`config.mk`:
```
export PLATFORM = sky130hd
export DESIGN_NAME = bcd_display_scan
export DESIGN_NICKNAME = d
export VERILOG_FILES = /design/src/rtl/bcd_display_scan.sv
export SDC_FILE = /design/constraint.sdc
export NUM_CORES = 1
export LEC_CHECK = 0
export ABC_AREA = 1
export BUFFER_PORTS_ARGS = -buffer_cell sky130_fd_sc_hd__buf_4
export CORE_UTILIZATION = 53
export CTS_CLUSTER_DIAMETER = 60
export DETAILED_ROUTE_END_ITERATION = 10
export PLACE_DENSITY = 0.75
export SLEW_MARGIN = 5
export SYNTH_ARGS = -nofsm -noshare
export SYNTH_HDL_FRONTEND = slang
export SYNTH_SLANG_ARGS = --single-unit
```
`constraint.sdc`:
```
create_clock -name clk -period 1.7 [get_ports clk]
set_input_delay 0.34 -clock clk [delete_from_list [all_inputs] [get_ports clk]]
set_output_delay 0.34 -clock clk [all_outputs]
set_load 0.01 [all_outputs]
```
`src/rtl/bcd_display_scan.sv`:
```
// Scans a 3-digit BCD value onto a multiplexed 7-segment display with a
// programmable per-digit dwell, anti-ghost blanking and frame-aligned updates.
//
// state | meaning
// ------+---------------------------------------------
// S_U   | units digit dwell (dig[0])
// S_T   | tens digit dwell (dig[1])
// S_H   | hundreds digit dwell (dig[2]); wrap = frame end
module bcd_display_scan #(
  parameter int DIV_WIDTH = 16,
  parameter int SCAN_DIV  = 1000,
  parameter int BLANK_CYC = 4
) (
  input  logic        clk,
  input  logic        rst,
  input  logic        en,
  input  logic        ld,
  input  logic [11:0] bcd,
  output logic [6:0]  seg,
  output logic [2:0]  dig,
  output logic        frame
);

  typedef enum logic [1:0] {
    S_U = 2'd0,
    S_T = 2'd1,
    S_H = 2'd2
  } state_t;

  localparam logic [DIV_WIDTH-1:0] CNT_LAST  = DIV_WIDTH'(SCAN_DIV - 1);
  localparam logic [DIV_WIDTH:0]   BLANK_LIM = (DIV_WIDTH + 1)'(BLANK_CYC);

  state_t               state;
  logic [DIV_WIDTH-1:0] cnt;
  logic [11:0]          shadow;
  logic [11:0]          pending;
  logic                 pend_flag;

  logic                 advance;
  logic                 boundary;
  logic                 in_blank;
  logic                 lz_blank;
  logic [3:0]           nib;
  logic [2:0]           dig_sel;
  logic [6:0]           seg_dec;
  state_t               state_nxt;

  function automatic logic [6:0] seg_decode(input logic [3:0] n);
    logic [6:0] s;
    case (n)
      4'd0:    s = 7'h3F;
      4'd1:    s = 7'h06;
      4'd2:    s = 7'h5B;
      4'd3:    s = 7'h4F;
      4'd4:    s = 7'h66;
      4'd5:    s = 7'h6D;
      4'd6:    s = 7'h7D;
      4'd7:    s = 7'h07;
      4'd8:    s = 7'h7F;
      4'd9:    s = 7'h6F;
      default: s = 7'h40;
    endcase
    return s;
  endfunction

  always_comb begin
    advance   = en && (cnt == CNT_LAST);
    boundary  = advance && (state == S_H);
    in_blank  = ({1'b0, cnt} < BLANK_LIM);
    nib       = 4'd0;
    lz_blank  = 1'b0;
    dig_sel   = 3'b000;
    state_nxt = S_U;
    case (state)
      S_U: begin
        nib       = shadow[3:0];
        dig_sel   = 3'b001;
        state_nxt = S_T;
      end
      S_T: begin
        nib       = shadow[7:4];
        lz_blank  = (shadow[11:4] == 8'h00);
        dig_sel   = 3'b010;
        state_nxt = S_H;
      end
      S_H: begin
        nib       = shadow[11:8];
        lz_blank  = (shadow[11:8] == 4'h0);
        dig_sel   = 3'b100;
        state_nxt = S_U;
      end
      default: begin
        nib       = 4'd0;
        lz_blank  = 1'b0;
        dig_sel   = 3'b000;
        state_nxt = S_U;
      end
    endcase
    seg_dec = lz_blank ? 7'h00 : seg_decode(nib);
  end

  always_ff @(posedge clk or negedge rst) begin
    if (!rst) begin
      state     <= S_U;
      cnt       <= '0;
      shadow    <= 12'h000;
      pending   <= 12'h000;
      pend_flag <= 1'b0;
      seg       <= 7'h00;
      dig       <= 3'b000;
      frame     <= 1'b0;
    end else begin
      if (en) begin
        if (advance) begin
          cnt   <= '0;
          state <= state_nxt;
        end else begin
          cnt <= cnt + 1'b1;
        end
      end

      // A strobe landing on the wrap cycle bypasses the pending buffer.
      if (ld) begin
        if (boundary) begin
          shadow    <= bcd;
          pending   <= bcd;
          pend_flag <= 1'b0;
        end else begin
          pending   <= bcd;
          pend_flag <= 1'b1;
        end
      end else if (boundary && pend_flag) begin
        shadow    <= pending;
        pend_flag <= 1'b0;
      end

      if (!en || in_blank) begin
        seg <= 7'h00;
        dig <= 3'b000;
      end else begin
        seg <= seg_dec;
        dig <= dig_sel;
      end
      frame <= boundary;
    end
  end

endmodule

```
==> summary.txt, run 1 <==
Run status
  • Status: complete, but fails checks
  • Failing checks: setup timing

Setup path
  • Critical path arrival: 1.93 ns
  • Crit Reg-Reg Startpoint: state[1]$_DFFE_PN0P_
  • CP Max Fanout: 5
  • Setup crit start kind: register
  • Worst setup EP type: register
  • Worst setup path class: register to register
  • Path depth of the worst reg2reg path: 10
  • Critical path startpoint: state[1]$_DFFE_PN0P_
  • WP data required: 1.92 ns
  • Reg2Reg Setup Slack: -0.02 ns
  • R2R Path End: seg[5]$_DFF_PN0_
  • CP Capture Point: seg[5]$_DFF_PN0_

Yosys
  • Sequential share of the synthesized area: 48.63%
  • Synth Cell Area: 2779 µm²
  • Unique cell type count in the Yosys netlist: 23
  • Share of the synthesized area in the top cell type: 48.63%
  • Area contributors post-synth: dfrtp_1, nand2_1, nor2_1
  • Synth Net Count: 382
  • Synth Instances: 355
  • Area leader, netlist: dfrtp_1
  • Register bit total from synthesis: 54
  • Synthesized area per cell: 7.828 µm²
  • Syn. warnings: 0

Placement
  • HPWL Detailed: 3964 µm
  • Gp weighted congestion: 0.8549
  • Setup WS pre-CTS: -0.01456 ns
  • Placed cells: 450
  • Port-buffer cells: 26

Final layout
  • # diodes: 0
  • Filler Cells Inserted: 414
  • Area occupied by multi-input gates: 1369 µm²
  • Area growth, synth to finish: 21.34%
  • Share of post-route cells with drive strength above 1: 23.04%
  • Reg area: 1353 µm²
  • Final net count: 421
  • Non-filler cells, final: 462

Global routing
  • Total GRT Usage: 22.17%
  • Antenna violations before repair: 0
  • Total grt overflow: 0
  • First-pass GRT wire length: 9432 µm
  • Via count of the first global-routing pass: 2105
  • Largest net degree at the start of global routing: 55

STA
  • Final setup violating endpoints: 3
  • Setup TNS: -0.03208 ns
  • Clock skew: 0.01021 ns
  • Slew margin rel.: 56.05%
  • Worst-margin pin slew: 0.6593 ns
  • Slew Viols, Final: 0
  • Minimum clock period: 1.717 ns
  • Final hold vios: 0
  • Final worst slack: -0.01658 ns
  • Final worst-path cycle share: 101.0%
  • FMAX: 0.5826 GHz

Clock tree
  • Clock buffer depth: 2
  • CTS tree: yes
  • CTS H-tree depth: 2
  • Clock Pin Slew Worst Setup and Hold Paths: 0.10 ns
  • CTS buffer count: 5
  • Hold_buf cts: 0
  • Clk sinks: 54
  • Clock root cell: clkbuf_8
  • Worst-Skew Late Latency: 0.32 ns

Hold path
  • Hold Crit Class: primary input to async pin

Detailed routing
  • Drt total wl: 6026 µm
  • Vias per cell: 5.022
  • Detail Route Antenna Nets: 0
  • Detailed router's first-iteration violation count: 164
  • Drt first pass iters: 4
  • Residual DRC: 0
  • Vias: 2320
  • Routed len/inst: 13.04 µm

Run
  • Max-cap violations: 0

Pwr
  • Leakage power total: 1.835 nW
  • VDD IR-drop max: 0.4463 mV
  • Pwr dens: 765.4 nW/µm²

Floorplan
  • Initial Util: 56.95%
  • I/O Pins: 27
  • Core area: 4880 µm²
  • Chip Height: 74.41 µm
  • Chip width: 74.41 µm
  • Cell Rows: 25
  • Die Area: 5537 µm²
[critical path: stages (launching register included)]
cell,delay [ns]
dfrtp_1,0.40
inv_1,0.20
ha_4,0.20
nand2_1,0.08
nand3_2,0.12
nand2_4,0.08
ha_1,0.23
nand2_1,0.10
inv_1,0.06
nor2_2,0.11
nor2_2,0.03
[placed cells by master, fill, tap and decap left out, types with 3 or more instances in the layout]
cell type,n
nand3_2,3
o21ai_0,7
ha_4,4
buf_4,39
dfrtp_1,53
nor2_1,40
a21oi_1,6
nand3_1,17
nand3_4,3
ha_2,3
inv_1,33
nand4_1,17
nand2_4,3
nand2_1,118
nor2_2,9
clkbuf_8,5
inv_4,3
ha_1,4
buf_6,3
nor3_1,3
nand2_2,5
[how the worst min path moves through the flow]
stage	start	endpoint	slack, ns
final	rst	cnt[15]$_DFFE_PN0P_	0.03
after global routing	rst	shadow[11]$_DFFE_PN0P_	0.10
after CTS	rst	cnt[15]$_DFFE_PN0P_	0.07
after detailed placement	rst	cnt[15]$_DFFE_PN0P_	0.42
after global placement	rst	cnt[15]$_DFFE_PN0P_	0.42
after floorplan	rst	cnt[0]$_DFFE_PN0P_	0.04
[sequential cells by signal, summed over array words and instances, names as in the netlist]
name       cells
cnt           16
dig            3
frame          1
pend_flag      1
pending       12
seg            7
shadow        12
state          2
[synthesized netlist by cell type]
library cell and count:
nand2_1 124, dfrtp_1 54, nor2_1 46, inv_1 37
nand3_1 21, nand4_1 17, ha_1 11, o21ai_0 8
a21oi_1 7, buf_2 4, clkbuf_1 4, nor2_2 3
nor3_1 3, buf_6 2, nand2_2 2, nand3_4 2
o21ai_1 2, or2_2 2, xor2_1 2, nand3b_1 1
nor2_4 1, nor2_8 1, xnor2_1 1
[kinds of logic (layout without fill, tap and decap cells)]
| family | Yosys count | count (layout) | synth area share, % |
|---|---|---|---|
| and+or+nand+nor | 223 | 223 | 35.34 |
| DFF | 54 | 54 | 48.63 |
| buffers and inverters | 47 | 87 | 7.069 |
| AOI/OAI and AO/OA | 17 | 17 | 3.062 |
| adders and majority gates | 11 | 11 | 4.953 |
| xor gates and xnor gates | 3 | 3 | 0.9457 |
[where the power goes]
part	switching, mW	internal (mW)	leakage (nW)	total (mW)
clock network	0.447	0.298	0.0447	0.745
registers	0.114	1.39	0.672	1.51
logic	0.197	0.134	1.12	0.331
[per-stage QoR]
step | hold WS, ns | total power [mW] | area (µm²) | util (%)
after floorplan | 0.04441 | 1.721 | 2779 | -
after global placement | 0.4201 | 1.839 | 3090 | 63.33
after detailed placement | 0.4186 | 1.850 | 3090 | 63.33
after CTS | 0.07484 | 2.593 | 3199 | 65.56
after global routing | 0.1045 | 2.710 | 3372 | 69.10
final | 0.03291 | 2.581 | 3372 | 69.10
[layer usage]
metal	vias up	share of wire [%]	GRT usage, %
met5	-	0	0
met3	5	4.0	4.607
met4	0	0.75	5.451
li1	1182	-	-
met1	1081	47	31.33
met2	52	48	35.04
[repair_timing]
item	in CTS	in global routing
pin swaps	0	8
buffers inserted	0	4
gates resized for setup	6	37
endpoints found under the setup margin	7	9
[layout make-up]
class	instances	share of cell area (%)
Clock inverter	3	0.7421
Inverter	37	4.341
Clock buffer	5	2.041
Timing Repair Buffer	42	9.685
Multi-Input combinational cell	254	40.59
Sequential cell	54	40.11
Tap cell	67	2.486
(Power assumes the default switching activity.)
==> run 2, diff against run 1 <==
- RECOVER_POWER: default -> 50
==> summary.txt, run 2 (synthesis gave the netlist of run 1 again) <==
Final layout
  • Design area: 3366 µm² (was 3372 µm²)
  • # diodes: 0 (unchanged)
  • Top Registers: cnt: 16 flops, pending: 12 flops, shadow: 12 flops (unchanged)
  • Final net count: 421 (unchanged)
  • Largest register by flop count: cnt (unchanged)
  • Most common cell after layout, fill and taps aside: nand2_1 (unchanged)
  • Filler Cells Inserted: 415 (was 414)
  • Area growth, synth to finish: 21.12% (was 21.34%)
  • Share of post-route cells with drive strength above 1: 22.78% (was 23.04%)
  • Most frequent cells in the layout: nand2_1, dfrtp_1, nor2_1 (unchanged)
  • Final core utilization: 68.97% (was 69.10%)
  • Max FFs per register: 16 (unchanged)

Detailed routing
  • Drt total wl: 6028 µm (was 6026 µm)
  • Detail Route Antenna Nets: 0 (unchanged)
  • Met3 Wirelength: 241 µm (was 240 µm)
  • Met1 wire length: 2860 µm (was 2859 µm)
  • Routed len/inst: 13.05 µm (was 13.04 µm)
  • Vias per cell: 5.022 (unchanged)
  • Detailed router's first-iteration violation count: 164 (unchanged)
  • Drt first pass iters: 4 (unchanged)
  • Residual DRC: 0 (unchanged)
  • Vias: 2320 (unchanged)
  • Metal2 WL: 2880 µm (unchanged)
  • Top sig layer: met4 (unchanged)

Setup path
  • CP Capture Point: seg[5]$_DFF_PN0_ (unchanged)
  • R2R Path End: seg[5]$_DFF_PN0_ (unchanged)
  • Top cell family by delay on the critical path: simple AND/OR/NAND/NOR gates (unchanged)
  • CP Max Fanout: 5 (unchanged)
  • Path depth of the worst reg2reg path: 10 (unchanged)
  • WP data required: 1.92 ns (about the same)
  • Worst setup path class: register to register (unchanged)
  • Worst path buffer plus inverter count: 2 (unchanged)
  • Reg2Reg Setup Slack: -0.02 ns (about the same)
  • Critical path startpoint: state[1]$_DFFE_PN0P_ (unchanged)
  • Stages on the worst setup path: 10 (unchanged)
  • Worst setup EP type: register (unchanged)
  • Critical path arrival: 1.93 ns (about the same)
  • CP max stage cell: dfrtp_1 (unchanged)
  • CP max stage delay: 0.40 ns (about the same)
  • Setup crit start kind: register (unchanged)
  • Worst-path cell chain: inv_1 -> ha_4 -> nand2_1 -> nand3_2 -> nand2_4 -> ha_1 -> nand2_1 -> inv_1 -> nor2_2 -> nor2_2 (unchanged)
  • Crit Reg-Reg Startpoint: state[1]$_DFFE_PN0P_ (unchanged)

Clock tree
  • Worst-Skew Late Latency: 0.32 ns (about the same)
  • Clk sinks: 54 (unchanged)
  • Clock root cell: clkbuf_8 (unchanged)
  • Clock Pin Slew Worst Setup and Hold Paths: 0.10 ns (about the same)
  • CTS H-tree depth: 2 (unchanged)
  • Clock buffer depth: 2 (unchanged)
  • CTS buffer count: 5 (unchanged)
  • CTS tree: yes (unchanged)

STA
  • Final worst-path cycle share: 101.0% (unchanged)
  • FMAX: 0.5826 GHz (unchanged)
  • Clock skew: 0.01021 ns (unchanged)
  • Final setup violating endpoints: 3 (unchanged)
  • Worst-margin pin slew: 1.292 ns (was 0.6593 ns)
  • Slew Viols, Final: 0 (unchanged)
  • Final worst slack: -0.01658 ns (unchanged)
  • Minimum clock period: 1.717 ns (unchanged)
  • Slew margin rel.: 13.86% (was 56.05%)
  • Final hold vios: 0 (unchanged)

Global routing
  • First-pass GRT wire length: 9432 µm (unchanged)
  • Via count of the first global-routing pass: 2105 (unchanged)
  • Total grt overflow: 0 (unchanged)
  • Largest net degree at the start of global routing: 55 (unchanged)
  • Antenna violations before repair: 0 (unchanged)
  • Total GRT Usage: 22.17% (unchanged)

Floorplan
  • Die Area: 5537 µm² (unchanged)
  • Initial Util: 56.95% (unchanged)
  • I/O Pins: 27 (unchanged)
  • Core area: 4880 µm² (unchanged)
  • Cell Rows: 25 (unchanged)
  • Chip Height: 74.41 µm (unchanged)
  • Chip width: 74.41 µm (unchanged)

Pwr
  • Leakage power total: 1.831 nW (was 1.835 nW)
  • Pwr dens: 766.3 nW/µm² (was 765.4 nW/µm²)
  • Total Power: 2.579 mW (was 2.581 mW)
  • VDD IR-drop max: 0.4463 mV (about the same)

Hold path
  • Hold Crit Class: primary input to register (was primary input to async pin)
  • Worst Hold Path Cells: 3

Run status
  • Status: complete, but fails checks (unchanged)
  • Failing checks: setup timing (unchanged)

Placement
  • Cell Area, Placed: 3090 µm² (unchanged)
  • Port-buffer cells: 26 (unchanged)
  • Gp weighted congestion: 0.8549 (unchanged)
  • HPWL Detailed: 3964 µm (unchanged)

Run
  • Max-cap violations: 0 (unchanged)
run 2: timing repair:
action,CTS,global route
setup buffers,0,4
resized for setup,6,37
cloned,0,0
hold buffers,0,0
setup endpoints to repair,7,9
pin swaps,0,8
run 2: how the worst min path moves through the flow:
stage	from	end	slack (ns)
floorplan	rst	cnt[0]$_DFFE_PN0P_	0.04
global placement	rst	cnt[15]$_DFFE_PN0P_	0.42
detailed placement	rst	cnt[15]$_DFFE_PN0P_	0.42
CTS	rst	cnt[15]$_DFFE_PN0P_	0.07
global route	bcd[6]	pending[6]$_DFFE_PN0P_	0.25
finish	bcd[6]	pending[6]$_DFFE_PN0P_	0.25
run 2: layout make-up:
type / count / area (µm²) / share of cell area, %
Clock inverter: 3 / 25.02 / 0.7435
Tap cell: 67 / 83.83 / 2.491
Timing Repair Buffer: 42 / 320.3 / 9.517
Multi-Input combinational cell: 254 / 1369 / 40.67
Inverter: 37 / 146.4 / 4.349
Sequential cell: 54 / 1353 / 40.19
Clock buffer: 5 / 68.82 / 2.045
run 2: power by group:
part           internal, mW  total, mW  leakage, nW  switching [mW]
clock network         0.298      0.745       0.0447           0.447
registers              1.39       1.51        0.672           0.114
logic                 0.132      0.329         1.11           0.197
run 2: through the flow:
step                setup TNS (ns)  std cells  setup WS (ns)  hold WS (ns)
global route               -0.4401        462        -0.1034        0.2515
floorplan                        0        355        0.01020       0.04441
finish                    -0.03208        462       -0.01658        0.2457
global placement                 0        450        0.04334        0.4201
detailed placement        -0.03781        450       -0.01456        0.4186
CTS                              0        458       0.007244       0.07484
run 2: tightest hold or removal path: cells and delay by family:
| family | cells | cell delay [ns] |
|---|---|---|
| simple gates | 2 | 0.11 |
| buf+inv | 1 | 0.08 |
run 2: metal layers:
metal / track usage (%) / up-vias
met5: 0 / -
met4: 5.451 / 0
met3: 4.607 / 5
met2: 35.04 / 52
met1: 31.33 / 1081
li1: - / 1182
==> run 3, diff against run 2 <==
- CTS_BUF_LIST: default -> sky130_fd_sc_hd__clkbuf_16
==> summary.txt, run 3 (synthesis gave the netlist of run 1 again) <==
Run status
  • Status: complete, but fails checks (unchanged)
  • Failing checks: setup timing (unchanged)

Floorplan
  • Chip width: 74.41 µm (unchanged)
  • Chip Height: 74.41 µm (unchanged)
  • Cell Rows: 25 (unchanged)
  • Core area: 4880 µm² (unchanged)
  • I/O Pins: 27 (unchanged)
  • Initial Util: 56.95% (unchanged)
  • Die Area: 5537 µm² (unchanged)

Placement
  • Setup WS pre-CTS: -0.01456 ns (unchanged)
  • Port-buffer cells: 26 (unchanged)
  • HPWL Detailed: 3964 µm (unchanged)
  • Gp weighted congestion: 0.8549 (unchanged)

Setup path
  • Worst-path cell chain: inv_2 -> ha_4 -> nand2_1 -> nand3_2 -> nand2_4 -> inv_2 -> ha_1 -> nor2_2 -> nor2_1 -> nor2_1 (was inv_1 -> ha_4 -> nand2_1 -> nand3_2 -> nand2_4 -> ha_1 -> nand2_1 -> inv_1 -> nor2_2 -> nor2_2)
  • CP max stage delay: 0.44 ns (was 0.40 ns)
  • Worst setup path class: register to register (unchanged)
  • WP data required: 1.93 ns (was 1.92 ns)
  • CP Max Fanout: 5 (unchanged)
  • Setup crit start kind: register (unchanged)
  • Worst path buffer plus inverter count: 2 (unchanged)
  • Top cell family by delay on the critical path: simple AND/OR/NAND/NOR gates (unchanged)
  • CP max stage cell: dfrtp_1 (unchanged)
  • Worst setup EP type: register (unchanged)
  • Critical path arrival: 1.95 ns (was 1.93 ns)

Final layout
  • Max FFs per register: 16 (unchanged)
  • # diodes: 0 (unchanged)
  • Most common cell after layout, fill and taps aside: nand2_1 (unchanged)
  • Final net count: 418 (was 421)
  • Area growth, synth to finish: 21.93% (was 21.12%)
  • Most frequent cells in the layout: nand2_1, dfrtp_1, nor2_1 (unchanged)
  • Top Registers: cnt: 16 flops, pending: 12 flops, shadow: 12 flops (unchanged)
  • Largest register by flop count: cnt (unchanged)
  • Share of post-route cells with drive strength above 1: 22.45% (was 22.78%)

Pwr
  • Clk network pwr share: 36.1% (was 28.9%)
  • Pwr dens: 846.9 nW/µm² (was 766.3 nW/µm²)
  • Power Internal: 2.079 mW (was 1.822 mW)
  • Reg power frac: 52.4% (was 58.4%)
  • Switching power: 0.7902 mW (was 0.7573 mW)
  • Comb power frac: 11.5% (was 12.8%)
  • Switching share of power: 27.54% (was 29.36%)
  • VDD IR-drop max: 0.4892 mV (was 0.4463 mV)
  • Leakage power total: 1.837 nW (was 1.831 nW)

Clock tree
  • CTS buffer count: 5 (unchanged)
  • Worst-Skew Late Latency: 0.29 ns (was 0.32 ns)
  • CTS tree: yes (unchanged)
  • Hold_buf cts: 0 (unchanged)
  • Clk sinks: 54 (unchanged)
  • Clock buffer depth: 2 (unchanged)
  • Clock Pin Slew Worst Setup and Hold Paths: 0.07 ns (was 0.10 ns)
  • CTS H-tree depth: 2 (unchanged)
  • Clock root cell: clkbuf_16 (was clkbuf_8)

Global routing
  • Total GRT Usage: 22.52% (was 22.17%)
  • First-pass GRT wire length: 9563 µm (was 9432 µm)
  • M3 GR Usage: 4.607% (unchanged)
  • Global route hottest layer: met2 (unchanged)
  • Largest net degree at the start of global routing: 55 (unchanged)
  • Antenna violations before repair: 0 (unchanged)
  • Via count of the first global-routing pass: 2176 (was 2105)
  • Total grt overflow: 0 (unchanged)
  • GR Util met2: 36.64% (was 35.04%)
  • Routing usage on met1: 30.80% (was 31.33%)

Detailed routing
  • Vias: 2337 (was 2320)
  • Drt total wl: 5949 µm (was 6028 µm)
  • Detail Route Antenna Nets: 0 (unchanged)
  • Vias per cell: 5.092 (was 5.022)
  • Routed len/inst: 12.96 µm (was 13.05 µm)
  • Detailed router's first-iteration violation count: 150 (was 164)
  • Drt first pass iters: 4 (unchanged)
  • Residual DRC: 0 (unchanged)

Run
  • Max-cap violations: 0 (unchanged)

STA
  • Final setup violating endpoints: 1 (was 3)
  • Slew margin rel.: 14.14% (was 13.86%)
  • Clock skew: 0.007022 ns (was 0.01021 ns)
  • Final hold vios: 0 (unchanged)
  • Slew Viols, Final: 0 (unchanged)
  • RSZ-0062 raised after global routing: true
  • FMAX: 0.5826 GHz (about the same)
  • Final worst-path cycle share: 101.0% (about the same)
  • Hold WS: 0.2680 ns (was 0.2457 ns)
  • Worst-margin pin slew: 1.288 ns (was 1.292 ns)
  • Final worst slack: -0.01636 ns (was -0.01658 ns)
  • Minimum clock period: 1.716 ns (was 1.717 ns)

Hold path
  • Hold Crit Class: primary input to register (unchanged)
run 3: changes by cell type in the layout (fill, tap and decap cells not counted), moves of 2 or more:
cell,change
clkbuf_16,+5
clkbuf_8,-5
buf_4,-2
ha_1,+2
inv_2,+2
run 3: repair_timing:
action | in CTS | in global routing
gates resized for setup | 6 | 37
setup buffers | 0 | 1
pin swaps | 0 | 7
endpoints found under the setup margin | 7 | 9
run 3: worst paths after layout:
kind / startpoint / end / slack [ns] / depth (start not counted)
max: state[1]$_DFFE_PN0P_ / seg[3]$_DFF_PN0_ / -0.02 / 10
min: bcd[6] / pending[6]$_DFFE_PN0P_ / 0.27 / 3
min reg2reg: pending[6]$_DFFE_PN0P_ / pending[6]$_DFFE_PN0P_ / 0.47 / 2
min in group asynchronous: rst / cnt[15]$_DFFE_PN0P_ / 0.31 / 1
max reg2reg: state[1]$_DFFE_PN0P_ / seg[3]$_DFF_PN0_ / -0.02 / 10
max in group asynchronous: rst / state[0]$_DFFE_PN0P_ / 0.51 / 1
run 3: power groups by stage:
stage / Clock [mW] / Sequential, mW / Combinational (mW)
after detailed placement: 0 / 1.53 / 0.324
after global routing: 1.09 / 1.52 / 0.382
final: 1.03 / 1.50 / 0.331
after global placement: 0 / 1.52 / 0.316
after floorplan: 0 / 1.50 / 0.219
after CTS: 1.05 / 1.50 / 0.326
run 3: final cells by class:
cell class / count / area [µm²]
timing repair buffer: 39 / 294.0
clock inverter: 3 / 25.02
clock buffer: 5 / 125.1
fill: 411 / 1491
inverter: 37 / 143.9
sequential: 54 / 1353
tap: 67 / 83.83
multi-input combinational: 254 / 1364
run 3: worst register-to-register path, cell delays in order (launching register included):
cell     delay [ns]
dfrtp_1        0.44
inv_2          0.11
ha_4           0.19
nand2_1        0.08
nand3_2        0.12
nand2_4        0.11
inv_2          0.04
ha_1           0.29
nor2_2         0.12
nor2_1         0.07
nor2_1         0.09
run 3: metrics by stage:
| stage | power [mW] | util, % | cell area [µm²] | setup TNS [ns] | std cells |
|---|---|---|---|---|---|
| after floorplan | 1.721 | - | 2779 | 0 | 355 |
| after global placement | 1.839 | 63.33 | 3090 | 0 | 450 |
| after detailed placement | 1.850 | 63.33 | 3090 | -0.03781 | 450 |
| after CTS | 2.877 | 66.72 | 3256 | 0 | 458 |
| after global routing | 2.994 | 69.44 | 3388 | -0.2442 | 459 |
| final | 2.869 | 69.44 | 3388 | -0.01636 | 459 |
run 3: metal layers:
layer  up-vias  routed length (µm)  share of wire, %
met5         -                   0                 0
met2        71                2760                46
met4         0                 124               2.1
li1       1178                   -                 -
met1      1076                2785                47
met3        12                 279               4.7
